$ cat config.mk
export PLATFORM = sky130hd
export DESIGN_NAME = gate_op_arbiter
export DESIGN_NICKNAME = d
export VERILOG_FILES = /design/src/rtl/gate_op_pkg.sv /design/src/rtl/logic_gate_unit.sv /design/src/rtl/gate_op_arbiter.sv
export SDC_FILE = /design/constraint.sdc
export NUM_CORES = 1
export LEC_CHECK = 0
export ABC_AREA = 1
export CAP_MARGIN = 15
export CORE_ASPECT_RATIO = 2
export CORE_UTILIZATION = 52
export CTS_CLUSTER_DIAMETER = 30
export DETAILED_ROUTE_END_ITERATION = 6
export DONT_BUFFER_PORTS = 1
export MAX_ROUTING_LAYER = met4
export PLACE_DENSITY = 0.67
export SYNTH_ARGS = -nofsm -noshare
export SYNTH_HDL_FRONTEND = slang
export SYNTH_HIERARCHICAL = 1
export SYNTH_SLANG_ARGS = --single-unit
$ cat constraint.sdc
create_clock -name clk -period 2.7 [get_ports clk]
set_input_delay 0.405 -clock clk [delete_from_list [all_inputs] [get_ports clk]]
set_output_delay 0.405 -clock clk [all_outputs]
set_load 0.1 [all_outputs]
$ cat src/rtl/gate_op_pkg.sv
// Shared opcode and FSM state encodings for the gate-op arbiter slice.
package gate_op_pkg;

    localparam logic [1:0] OP_AND  = 2'b00;
    localparam logic [1:0] OP_OR   = 2'b01;
    localparam logic [1:0] OP_XOR  = 2'b10;
    localparam logic [1:0] OP_NAND = 2'b11;

    typedef enum logic {
        ST_IDLE = 1'b0,
        ST_EXEC = 1'b1
    } state_e;

endpackage

$ cat src/rtl/logic_gate_unit.sv
// Combinational WIDTH-bit bitwise gate: AND, OR, XOR or NAND selected by op.
module logic_gate_unit
    import gate_op_pkg::*;
#(
    parameter int WIDTH = 8
) (
    input  logic [1:0]       op,
    input  logic [WIDTH-1:0] a,
    input  logic [WIDTH-1:0] b,
    output logic [WIDTH-1:0] y
);

    always_comb begin
        y = '0;
        unique case (op)
            OP_AND:  y = a & b;
            OP_OR:   y = a | b;
            OP_XOR:  y = a ^ b;
            OP_NAND: y = ~(a & b);
            default: y = '0;
        endcase
    end

endmodule

$ cat src/rtl/gate_op_arbiter.sv
// Round-robin arbiter sharing one registered gate unit between N_REQ requesters.
// Handshake: req is a level; a one-cycle gnt pulse means op/a/b were captured
// on that edge, and res_valid pulses exactly one cycle later with res_id/res_data.
module gate_op_arbiter
    import gate_op_pkg::*;
#(
    parameter int N_REQ = 4,
    parameter int WIDTH = 8,
    parameter int IDW   = $clog2(N_REQ)
) (
    input  logic                   clk,
    input  logic                   rst_n,
    input  logic [N_REQ-1:0]       req,
    input  logic [2*N_REQ-1:0]     op,
    input  logic [WIDTH*N_REQ-1:0] a,
    input  logic [WIDTH*N_REQ-1:0] b,
    output logic [N_REQ-1:0]       gnt,
    output logic                   res_valid,
    output logic [IDW-1:0]         res_id,
    output logic [WIDTH-1:0]       res_data,
    output logic                   dbg_state
);

    state_e           state_q, state_d;
    logic [N_REQ-1:0] gnt_q, gnt_d;
    logic             res_valid_q, res_valid_d;
    logic [IDW-1:0]   res_id_q, res_id_d;
    logic [WIDTH-1:0] res_data_q, res_data_d;
    logic [IDW-1:0]   rr_ptr_q, rr_ptr_d;
    logic [IDW-1:0]   id_q, id_d;
    logic [1:0]       op_q, op_d;
    logic [WIDTH-1:0] a_q, a_d;
    logic [WIDTH-1:0] b_q, b_d;
    logic [IDW-1:0]   pick;
    int               pick_i;
    logic [WIDTH-1:0] gate_y;

    // First set request strictly after ptr, wrapping modulo N_REQ.
    function automatic logic [IDW-1:0] rr_pick(input logic [N_REQ-1:0] r,
                                               input logic [IDW-1:0]   ptr);
        logic [IDW-1:0] g;
        logic           found;
        int             idx;
        g     = '0;
        found = 1'b0;
        for (int i = 1; i <= N_REQ; i++) begin
            idx = (int'(ptr) + i) % N_REQ;
            if (!found && r[idx]) begin
                g     = IDW'(idx);
                found = 1'b1;
            end
        end
        return g;
    endfunction

    assign pick   = rr_pick(req, rr_ptr_q);
    assign pick_i = int'(pick);

    logic_gate_unit #(.WIDTH(WIDTH)) u_gate (
        .op (op_q),
        .a  (a_q),
        .b  (b_q),
        .y  (gate_y)
    );

    always_ff @(posedge clk) begin
        if (!rst_n) begin
            state_q     <= ST_IDLE;
            gnt_q       <= '0;
            res_valid_q <= 1'b0;
            res_id_q    <= '0;
            res_data_q  <= '0;
            rr_ptr_q    <= IDW'(N_REQ - 1);
            id_q        <= '0;
            op_q        <= '0;
            a_q         <= '0;
            b_q         <= '0;
        end else begin
            state_q     <= state_d;
            gnt_q       <= gnt_d;
            res_valid_q <= res_valid_d;
            res_id_q    <= res_id_d;
            res_data_q  <= res_data_d;
            rr_ptr_q    <= rr_ptr_d;
            id_q        <= id_d;
            op_q        <= op_d;
            a_q         <= a_d;
            b_q         <= b_d;
        end
    end

    always_comb begin
        state_d = state_q;
        unique case (state_q)
            ST_IDLE: if (|req) state_d = ST_EXEC;
            ST_EXEC: state_d = ST_IDLE;
            default: state_d = ST_IDLE;
        endcase
    end

    // res_data/res_id hold their last value; only the valid and grant pulses clear.
    always_comb begin
        gnt_d       = '0;
        res_valid_d = 1'b0;
        res_id_d    = res_id_q;
        res_data_d  = res_data_q;
        rr_ptr_d    = rr_ptr_q;
        id_d        = id_q;
        op_d        = op_q;
        a_d         = a_q;
        b_d         = b_q;
        unique case (state_q)
            ST_IDLE: begin
                if (|req) begin
                    gnt_d    = {{(N_REQ-1){1'b0}}, 1'b1} << pick;
                    id_d     = pick;
                    rr_ptr_d = pick;
                    op_d     = op[2*pick_i +: 2];
                    a_d      = a[pick_i*WIDTH +: WIDTH];
                    b_d      = b[pick_i*WIDTH +: WIDTH];
                end
            end
            ST_EXEC: begin
                res_valid_d = 1'b1;
                res_id_d    = id_q;
                res_data_d  = gate_y;
            end
            default: ;
        endcase
    end

    assign gnt       = gnt_q;
    assign res_valid = res_valid_q;
    assign res_id    = res_id_q;
    assign res_data  = res_data_q;
    assign dbg_state = state_q;

endmodule

# After elaboration in Yosys (flattened, before gate mapping)
# Cells that the tools add are included.
[classes]
n_eq_ne = 3
muxes = 23
n_lt_le_gt_ge = 4
addsub = 4
bitwise_logic = 11
shift = 4
reduce_logical = 14
[op_table]
columns = ["operator", "n"]
rows = [
  ["32-bit by 6-bit indexed part select with 8-bit output", 2],
  ["8-bit case mux with 4 select lines", 1],
  ["3-bit by 4-bit < comparator with 1-bit output (second input constant)", 4],
  ["1-bit two-way mux", 13],
  ["8-bit AND", 1],
  ["1-bit binary-select mux with 2-bit select", 4],
  ["2-bit two-way mux", 4],
  ["8-bit NOT", 1],
  ["8-bit OR", 1],
  ["2-bit OR reduction", 4],
  ["8-bit by 4-bit indexed part select with 2-bit output", 1],
  ["8-bit XOR", 1],
  ["2-bit by 1-bit adder with 2-bit output (second input constant)", 2],
  ["2-bit adder (second input constant)", 2],
  ["1-bit AND (first input constant)", 4],
  ["2-bit == test (second input constant)", 2],
  ["4-bit OR reduction", 1],
  ["1-bit by 2-bit left shift with 4-bit output (first input constant)", 1],
  ["1-bit logical AND", 3],
  ["1-bit logical NOT", 3],
  ["1-bit NOT", 3],
  ["3-bit OR reduction", 1],
  ["2-bit by 1-bit == test with 1-bit output (second input constant)", 1],
  ["2-bit logical NOT", 1],
  ["other kinds (2)", 2],
]
[totals]
ff_bits = 38
out_inout_bits = 16

# Logic depth before layout (Yosys ltp)
# Gate-level depths: netlist of run 1.
[depth]
word_depth = 17
ltp_mapped = 16
ltp_nobuf = 14

# By module
# The synthesis of run 1 kept the hierarchy.
[by_module_without_submodules]
columns = ["module", "cells_each", "seq_area_each_um2", "area_each_um2", "n_inst"]
rows = [
  ["gate_op_arbiter", 442, 760.7, 2656.3, 1],
  ["logic_gate_unit", 94, 0.0, 588.1, 1],
]

# Worst setup path after synthesis of run 1
# Ideal clock, no wire load.
[synth_timing]
path_type = "register to register"
from = "reg state_q (netlist: dbg_state)"
to = "reg a_q[0]"
setup_ns = 0.109
period_less_slack_ns = 1.803
required_time_ns = 2.591
arrival_ns = 1.695
n_path_buf = 2
stages_incl_launch_ff = 7
slack_ns = 0.897
cell_sequence = "dfxtp_1 nor2_1 clkbuf_1 clkbuf_1 nand3_1 nand2_1 inv_1"
[synth_between]
elab_chain_len = 2
[synth_rtl]
columns = ["item", "line", "source"]
rows = [
  ["start: declaration", "gate_op_arbiter.sv:24", "state_e state_q, state_d;"],
  ["start signal: assignment", "gate_op_arbiter.sv:79", "state_q <= state_d;"],
  ["1-bit NOT (no line)", "n/a", ""],
  ["2-bit AND reduction (no line)", "n/a", ""],
  ["end signal: assignment", "gate_op_arbiter.sv:76", "a_q <= '0;"],
  ["end signal: assignment", "gate_op_arbiter.sv:87", "a_q <= a_d;"],
  ["end: declaration", "gate_op_arbiter.sv:32", "logic [WIDTH-1:0] a_q, a_d;"],
]
# No other way between the ends.
# A chain may end at the register's enable or synchronous reset.

# Worst setup path after layout of run 1
[layout_timing]
from = "reg rr_ptr_q[0]"
to = "reg a_q[5]"
[layout_between]
elab_chain_len = 15
[layout_rtl]
columns = ["item", "line", "source"]
rows = [
  ["start: declaration", "gate_op_arbiter.sv:29", "logic [IDW-1:0] rr_ptr_q, rr_ptr_d;"],
  ["start signal: assignment", "gate_op_arbiter.sv:73", "rr_ptr_q <= IDW'(N_REQ - 1);"],
  ["start signal: assignment", "gate_op_arbiter.sv:84", "rr_ptr_q <= rr_ptr_d;"],
  ["2-bit by 1-bit adder with 2-bit output", "gate_op_arbiter.sv:47", "idx = (int'(ptr) + i) % N_REQ;"],
  ["1-bit binary-select mux with 2-bit select", "gate_op_arbiter.sv:48", "if (!found && r[idx]) begin"],
  ["1-bit two-way mux (not written as such) (2 in series)", "gate_op_arbiter.sv:48", ""],
  ["1-bit two-way mux", "gate_op_arbiter.sv:48", ""],
  ["1-bit logical NOT", "gate_op_arbiter.sv:48", ""],
  ["1-bit logical AND", "gate_op_arbiter.sv:48", ""],
  ["1-bit two-way mux", "gate_op_arbiter.sv:48", ""],
  ["1-bit logical NOT", "gate_op_arbiter.sv:48", ""],
  ["1-bit logical AND", "gate_op_arbiter.sv:48", ""],
  ["1-bit two-way mux", "gate_op_arbiter.sv:48", ""],
  ["1-bit logical NOT", "gate_op_arbiter.sv:48", ""],
  ["1-bit logical AND", "gate_op_arbiter.sv:48", ""],
  ["2-bit two-way mux (*)", "gate_op_arbiter.sv:48", ""],
  ["32-bit by 6-bit indexed part select with 8-bit output (*)", "gate_op_arbiter.sv:119", "a_d = a[pick_i*WIDTH +: WIDTH];"],
]
# Every way passes the cells marked *; elsewhere a longest branch is shown, timed or not. The select of a mux whose other input is x is not followed.

==> impl_metrics.ini, run 1 <==
[status]
status = finished, violations left
violations = DRC

[timing]
max_slew_margin_pct = 35.29
max_freq_mhz = 450.0
setup_viol = 0
finalCriticalPeriod_ps = 2222
hold_viol_final = 0
period_share_pct = 82.30
final.setup.tns_ps = 0
maxSlewViolCount = 0
worst_slew_pin_slew_ps = 969.3
rsz0062_at_grt = false
fin_skew_ps = 3.488

[placed_design]
gp_congestion = 0.9457
portBuffers = 0
dp_hpwl_um = 5609

[synth]
synthArstFlopShare_pct = 0
synth_cell_types = 33
synth_ff_type = dfxtp_1
synth_area_mm2 = 0.003244
synth_seq_cells = 38
synth_fa_ha_area_share_pct = 6.170
synth.most_common_cell = inv_1
seq_area_frac_synth_pct = 23.45
yosys-mux-area-fraction_pct = 0
synth-compound-area-share_pct = 3.625
synth_cells = 536
synth_area_per_cell_um2 = 6.053
synth.largest_area_cell = dfxtp_1
synth_top_family_by_area = simple AND/OR/NAND/NOR gates
synth_xor_area_share_pct = 0
synth_top_area_share_pct = 23.45
synth_warnings = 6
yosys.area_share.simple_pct = 45.20
synth-edff-count = 0
netlist_top_cells_area = dfxtp_1, inv_1, nand3_1
synthTopCellsByCount = inv_1, nand2_1, nand3_1
synth_nets = 630

[critical_path]
critPathMaxFanout = 24
start_kind = flip-flop
cp.arrival_ps = 2400
path_cells = inv_2, nand2_1, nand3_2, nand2_4, nand4_1, nand2_1, nand2_2, nand2_2, buf_12, nand2_1, nand3_1, nand3_1, nand2_1, inv_1
slowest_stage = dfxtp_1
max_stage_delay_ps = 490
required_ps = 2880
reg2reg_to = a_q[5]$_SDFFE_PN0P_
criticalPathCategory = reg2reg
r2r_cells = 14
cp-end-kind = flip-flop
cpMostUsedCell = nand2_1
reg2reg_from = rr_ptr_q[0]$_SDFFE_PN1P_
rrSetupSlack_ps = 480

[grt]
track_usage_pct = 24.11
grt_pass1_wl_um = 12280
antenna_found_initial = 0
gr-total-overflow = 0
grt_pass1_vias = 2815
grt_max_degree = 40

[clock_network]
cts_root_buffer = clkbuf_16
clk_latency_ps = 280
path_clk_slew_ps = 60
clock_path_buffers = 2
cts_tree = built
cts_hold_buf = 0
htree_levels = 2
cts-buffers-inserted = 5
cts.sinks = 38
post_cts_buffers = 0
post_cts_resized = 0

[power_and_ir_drop]
p_clk_share_pct = 14.6
switchingPower_uw = 2094
p_per_area_mw_per_mm2 = 1171
cellInternalPower_uw = 1879
peakVddDrop_mv = 0.6380
leakagePower_uw = 0.001949
power_frac_comb_pct = 54.2
power_frac_seq_pct = 31.2
p_sw_share_pct = 52.71

[floorplanning]
die-area_mm2 = 0.006578
start_util_pct = 54.02
die_y_um = 113.7
design.portCount = 94
coreArea_mm2 = 0.006006
die_w_um = 57.86
rows = 40

[min_path]
hold_path.startpoint = rst_n
whs_path_depth = 1
hold_class = in2reg
hold_path_end = rr_ptr_q[0]$_SDFFE_PN1P_

[layout]
num-fill-cells = 600
layout.nets = 619
syn2layout_area_growth_pct = 4.551
multiInputGateArea_mm2 = 0.001787
antenna_cells = 0
final_layout_size_suffix_gt1_share_pct = 10.65
utilization_pct = 56.48
regArea_um2 = 760.7

[drt]
drt-pass1-iter-count = 7
drc = 2
vias = 3027
routed_wl_um = 7240
routed_via_density = 5.139
routedWlPerCell_um = 12.29
ant_nets = 0
drt_iter0_markers = 117

[run]
drv_cap = 0
-- metal layers --
metal / share of wire, % / global-route usage [%] / vias up / routed length (um)
met4: 2.0 / 8.571 / 0 / 148
met3: 3.3 / 2.721 / 15 / 240
met1: 40 / 25.88 / 1332 / 2907
li1: - / - / 1591 / -
met2: 54 / 44.14 / 89 / 3943
met5: 0 / - / - / 0
-- logic make-up (layout without fill, tap and decap cells) --
group	Yosys count	count (layout)
adder cells (fa/ha/maj)	16	16
flip-flops	38	38
buffers and inverters	170	160
AO/OA/AOI/OAI	18	18
AND/OR/NAND/NOR	294	294
-- registers in the layout, indices dropped and copies added, names as in the netlist --
signal,flops
a_q,8
b_q,8
res_data,8
gnt,4
id_q,2
op_q,2
res_id,2
rr_ptr_q,2
dbg_state,1
res_valid,1
-- area by class of cell --
| cell class | count | area share [%] |
|---|---|---|
| clock inverter | 1 | 0.1475 |
| multi-input combinational | 328 | 52.67 |
| clock buffer | 7 | 4.205 |
| tap | 63 | 2.324 |
| inverter | 144 | 16.08 |
| timing repair buffer | 8 | 2.139 |
| sequential | 38 | 22.43 |
-- worst max-delay path: cells and delay by family, from the launching register on --
kind,cells,cell delay (ps)
buffers and inverters,3,400
flip-flops,1,490
AND/OR/NAND/NOR,11,1220
-- worst max path at each step --
stage,from,to,slack (ps),depth (start not counted)
floorplan,dbg_state$_SDFF_PP0_,a_q[0]$_SDFFE_PN0P_,900,6
global placement,rr_ptr_q[0]$_SDFFE_PN1P_,b_q[6]$_SDFFE_PN0P_,530,14
detailed placement,rr_ptr_q[0]$_SDFFE_PN1P_,b_q[6]$_SDFFE_PN0P_,520,14
CTS,rr_ptr_q[0]$_SDFFE_PN1P_,a_q[5]$_SDFFE_PN0P_,490,14
global route,rr_ptr_q[0]$_SDFFE_PN1P_,a_q[5]$_SDFFE_PN0P_,230,14
finish,rr_ptr_q[0]$_SDFFE_PN1P_,a_q[5]$_SDFFE_PN0P_,480,14
-- per-stage QoR --
| stage | hold slack [ps] | setup WS, ps | instances | cell area [um2] | power (uW) |
|---|---|---|---|---|---|
| floorplan | 428.6 | 896.5 | 536 | 3244 | 3032 |
| global placement | 449.4 | 527.0 | 581 | 3244 | 3377 |
| detailed placement | 463.7 | 518.2 | 581 | 3244 | 3403 |
| CTS | 233.5 | 493.8 | 589 | 3392 | 4005 |
| global route | 238.5 | 231.6 | 589 | 3392 | 4370 |
| finish | 240.8 | 478.0 | 589 | 3392 | 3973 |
-- cells in the final DEF, fill, tap and decap left out, types with 10 or more instances in the layout --
master   count
inv_1      139
nand2_1    104
nand3_1    101
nor2_1      42
dfxtp_1     38
ha_1        16
nand2_2     13
nand3_2     11
o21ai_0     11
nand4_1     10
-- power by group through the flow --
stage | combinational [uW] | sequential, uW | clock, uW
floorplan | 1870 | 1160 | 0
global placement | 2130 | 1240 | 0
detailed placement | 2150 | 1250 | 0
CTS | 2160 | 1240 | 600
global route | 2480 | 1270 | 621
finish | 2150 | 1240 | 582
Note: power is estimated with default switching activity, not from simulation.
==> run 2, diff against run 1 <==
--- a/config.mk
+++ b/config.mk
@@ -13,7 +13,7 @@
 export DETAILED_ROUTE_END_ITERATION = 6
 export DONT_BUFFER_PORTS = 1
 export MAX_ROUTING_LAYER = met4
-export PLACE_DENSITY = 0.67
+export PLACE_DENSITY = 0.7
 export SYNTH_ARGS = -nofsm -noshare
 export SYNTH_HDL_FRONTEND = slang
 export SYNTH_HIERARCHICAL = 1
==> constraint.sdc (replaced) <==
create_clock -name clk -period 1.8 [get_ports clk]
set_input_delay 0.27 -clock clk [delete_from_list [all_inputs] [get_ports clk]]
set_output_delay 0.27 -clock clk [all_outputs]
set_load 0.1 [all_outputs]
==> impl_metrics.ini, run 2 (synthesized netlist as in run 1, its figures left out) <==
[status]
status = finished, violations left
violations = DRC, setup timing

[drt]
routedWlPerCell_um = 12.90
drc = 5
drt_iter0_markers = 159
drt-pass1-iter-count = 6
routed_wl_um = 8104
routed_via_density = 5.061
vias = 3178
ant_nets = 0

[power_and_ir_drop]
p_per_area_mw_per_mm2 = 1851
peakVddDrop_mv = 1.128
leakagePower_uw = 0.002256

[floorplanning]
start_util_pct = 54.02
design.portCount = 94
coreArea_mm2 = 0.006006
die-area_mm2 = 0.006578
die_w_um = 57.86
rows = 40
die_y_um = 113.7

[timing]
hold_viol_final = 0
maxSlewViolCount = 0
worst_slew_pin_slew_ps = 403.4
finalCriticalPeriod_ps = 1885
period_share_pct = 104.7
setup_viol = 17
holdWs_ps = 101.3
rsz0062_at_grt = true
setup_ws_ps = -85.05
max_freq_mhz = 530.5
max_slew_margin_pct = 73.07
fin_skew_ps = 5.373

[critical_path]
cp-end-kind = flip-flop
cp.arrival_ps = 2070
start_kind = flip-flop
r2r_cells = 15
max_stage_delay_ps = 360
path_cells = buf_12, nand2_4, nand2_4, nand2_4, nand2_4, nor2_8, nand2_4, nor2_4, a21oi_4, buf_12, buf_12, nand3_2, nand3_1, nand2_1, inv_1
critPathMaxFanout = 8
criticalPathCategory = reg2reg
required_ps = 1980
cpMostUsedCell = nand2_4
slowest_stage = dfxtp_4

[placed_design]
dp_cells = 614
postPlaceCellArea_mm2 = 0.003556
dp_hpwl_um = 6145
portBuffers = 0
gp_congestion = 0.9149

[grt]
gr-total-overflow = 0
grt_pass1_wl_um = 12590
grt_max_degree = 40
antenna_found_initial = 0
grt_pass1_vias = 2832
track_usage_pct = 25.37

[layout]
final_layout_size_suffix_gt1_share_pct = 21.42
layout_commonest_cell = inv_1
syn2layout_area_growth_pct = 23.18
final_cell_mix = inv_1, nand2_1, nand3_1
antenna_cells = 0
final_design_area_no_fill_mm2 = 0.003996
final_cells = 628
layout.nets = 659

[clock_network]
cts-buffers-inserted = 5
htree_levels = 2
cts_hold_buf = 0
path_clk_slew_ps = 60
cts.sinks = 38
cts_tree = built
clk_latency_ps = 280
clock_path_buffers = 2
cts_root_buffer = clkbuf_16

[run]
drv_cap = 0

[min_path]
whs_path_depth = 1
hold_class = in2reg
==> run 2: cell count changes in the layout (fill, tap and decap cells not counted), moves of 4 or more <==
cell	before	now
buf_4	7	35
nand2_1	104	100
nand3_1	101	86
buf_12	1	8
nand3_2	11	23
==> run 2: cell type report <==
class / instances / area [um2]
Sequential cell: 38 / 769.5
Tap cell: 63 / 78.83
Multi-Input combinational cell: 328 / 1948
Inverter: 144 / 550.5
Fill cell: 548 / 2009
Clock inverter: 2 / 10.01
Timing Repair Buffer: 48 / 514.2
Clock buffer: 5 / 125.1
==> run 2: layer usage <==
metal,up-vias,global-route usage (%),routed length (um)
li1,1672,-,-
met1,1401,26.11,3109
met2,88,46.90,4550
met3,17,2.268,220
met4,0,11.43,224
met5,-,-,0
==> run 2: path summary, 6_finish.rpt <==
check | startpoint | endpoint | slack (ps)
worst max-delay path | rr_ptr_q[0]$_SDFFE_PN1P_ | b_q[7]$_SDFFE_PN0P_ | -90
worst min-delay path | rst_n | rr_ptr_q[0]$_SDFFE_PN1P_ | 100
worst max register to register | rr_ptr_q[0]$_SDFFE_PN1P_ | b_q[7]$_SDFFE_PN0P_ | -90
worst min register to register | res_data[5]$_SDFFE_PN0P_ | res_data[5]$_SDFFE_PN0P_ | 460
==> run 2: worst max-delay path, delay by kind of cell, from the launching register on <==
kind / cells / cell delay (ps)
AO/OA/AOI/OAI: 1 / 50
flip-flops: 1 / 360
AND/OR/NAND/NOR: 10 / 900
buffers and inverters: 4 / 460
==> run 2: what timing repair did <==
item                                   in CTS  in global routing
cloned                                      0                  2
pin swaps                                   0                 34
setup buffers                               0                  5
gates resized for setup                     6                 41
setup endpoints to repair                  21                 19
endpoints found under the hold margin       0                  0
==> run 2: per-stage QoR <==
| step | TNS, ps | worst slack [ps] | total power (uW) | utilization (%) |
|---|---|---|---|---|
| after floorplan | 0 | 82.10 | 4548 | - |
| after global placement | -1293 | -107.2 | 5612 | 59.21 |
| after detailed placement | -1720 | -132.9 | 5668 | 59.21 |
| after CTS | -173.9 | -31.67 | 6544 | 61.69 |
| after global routing | -2858 | -171.7 | 8006 | 66.54 |
| final | -935.1 | -85.05 | 7396 | 66.54 |
==> run 2: power by group <==
part	total [uW]	internal, uW	switching (uW)
Combinational	5240	2140	3090
Clock	825	499	326
Sequential	1330	1110	227
Total	7400	3750	3650
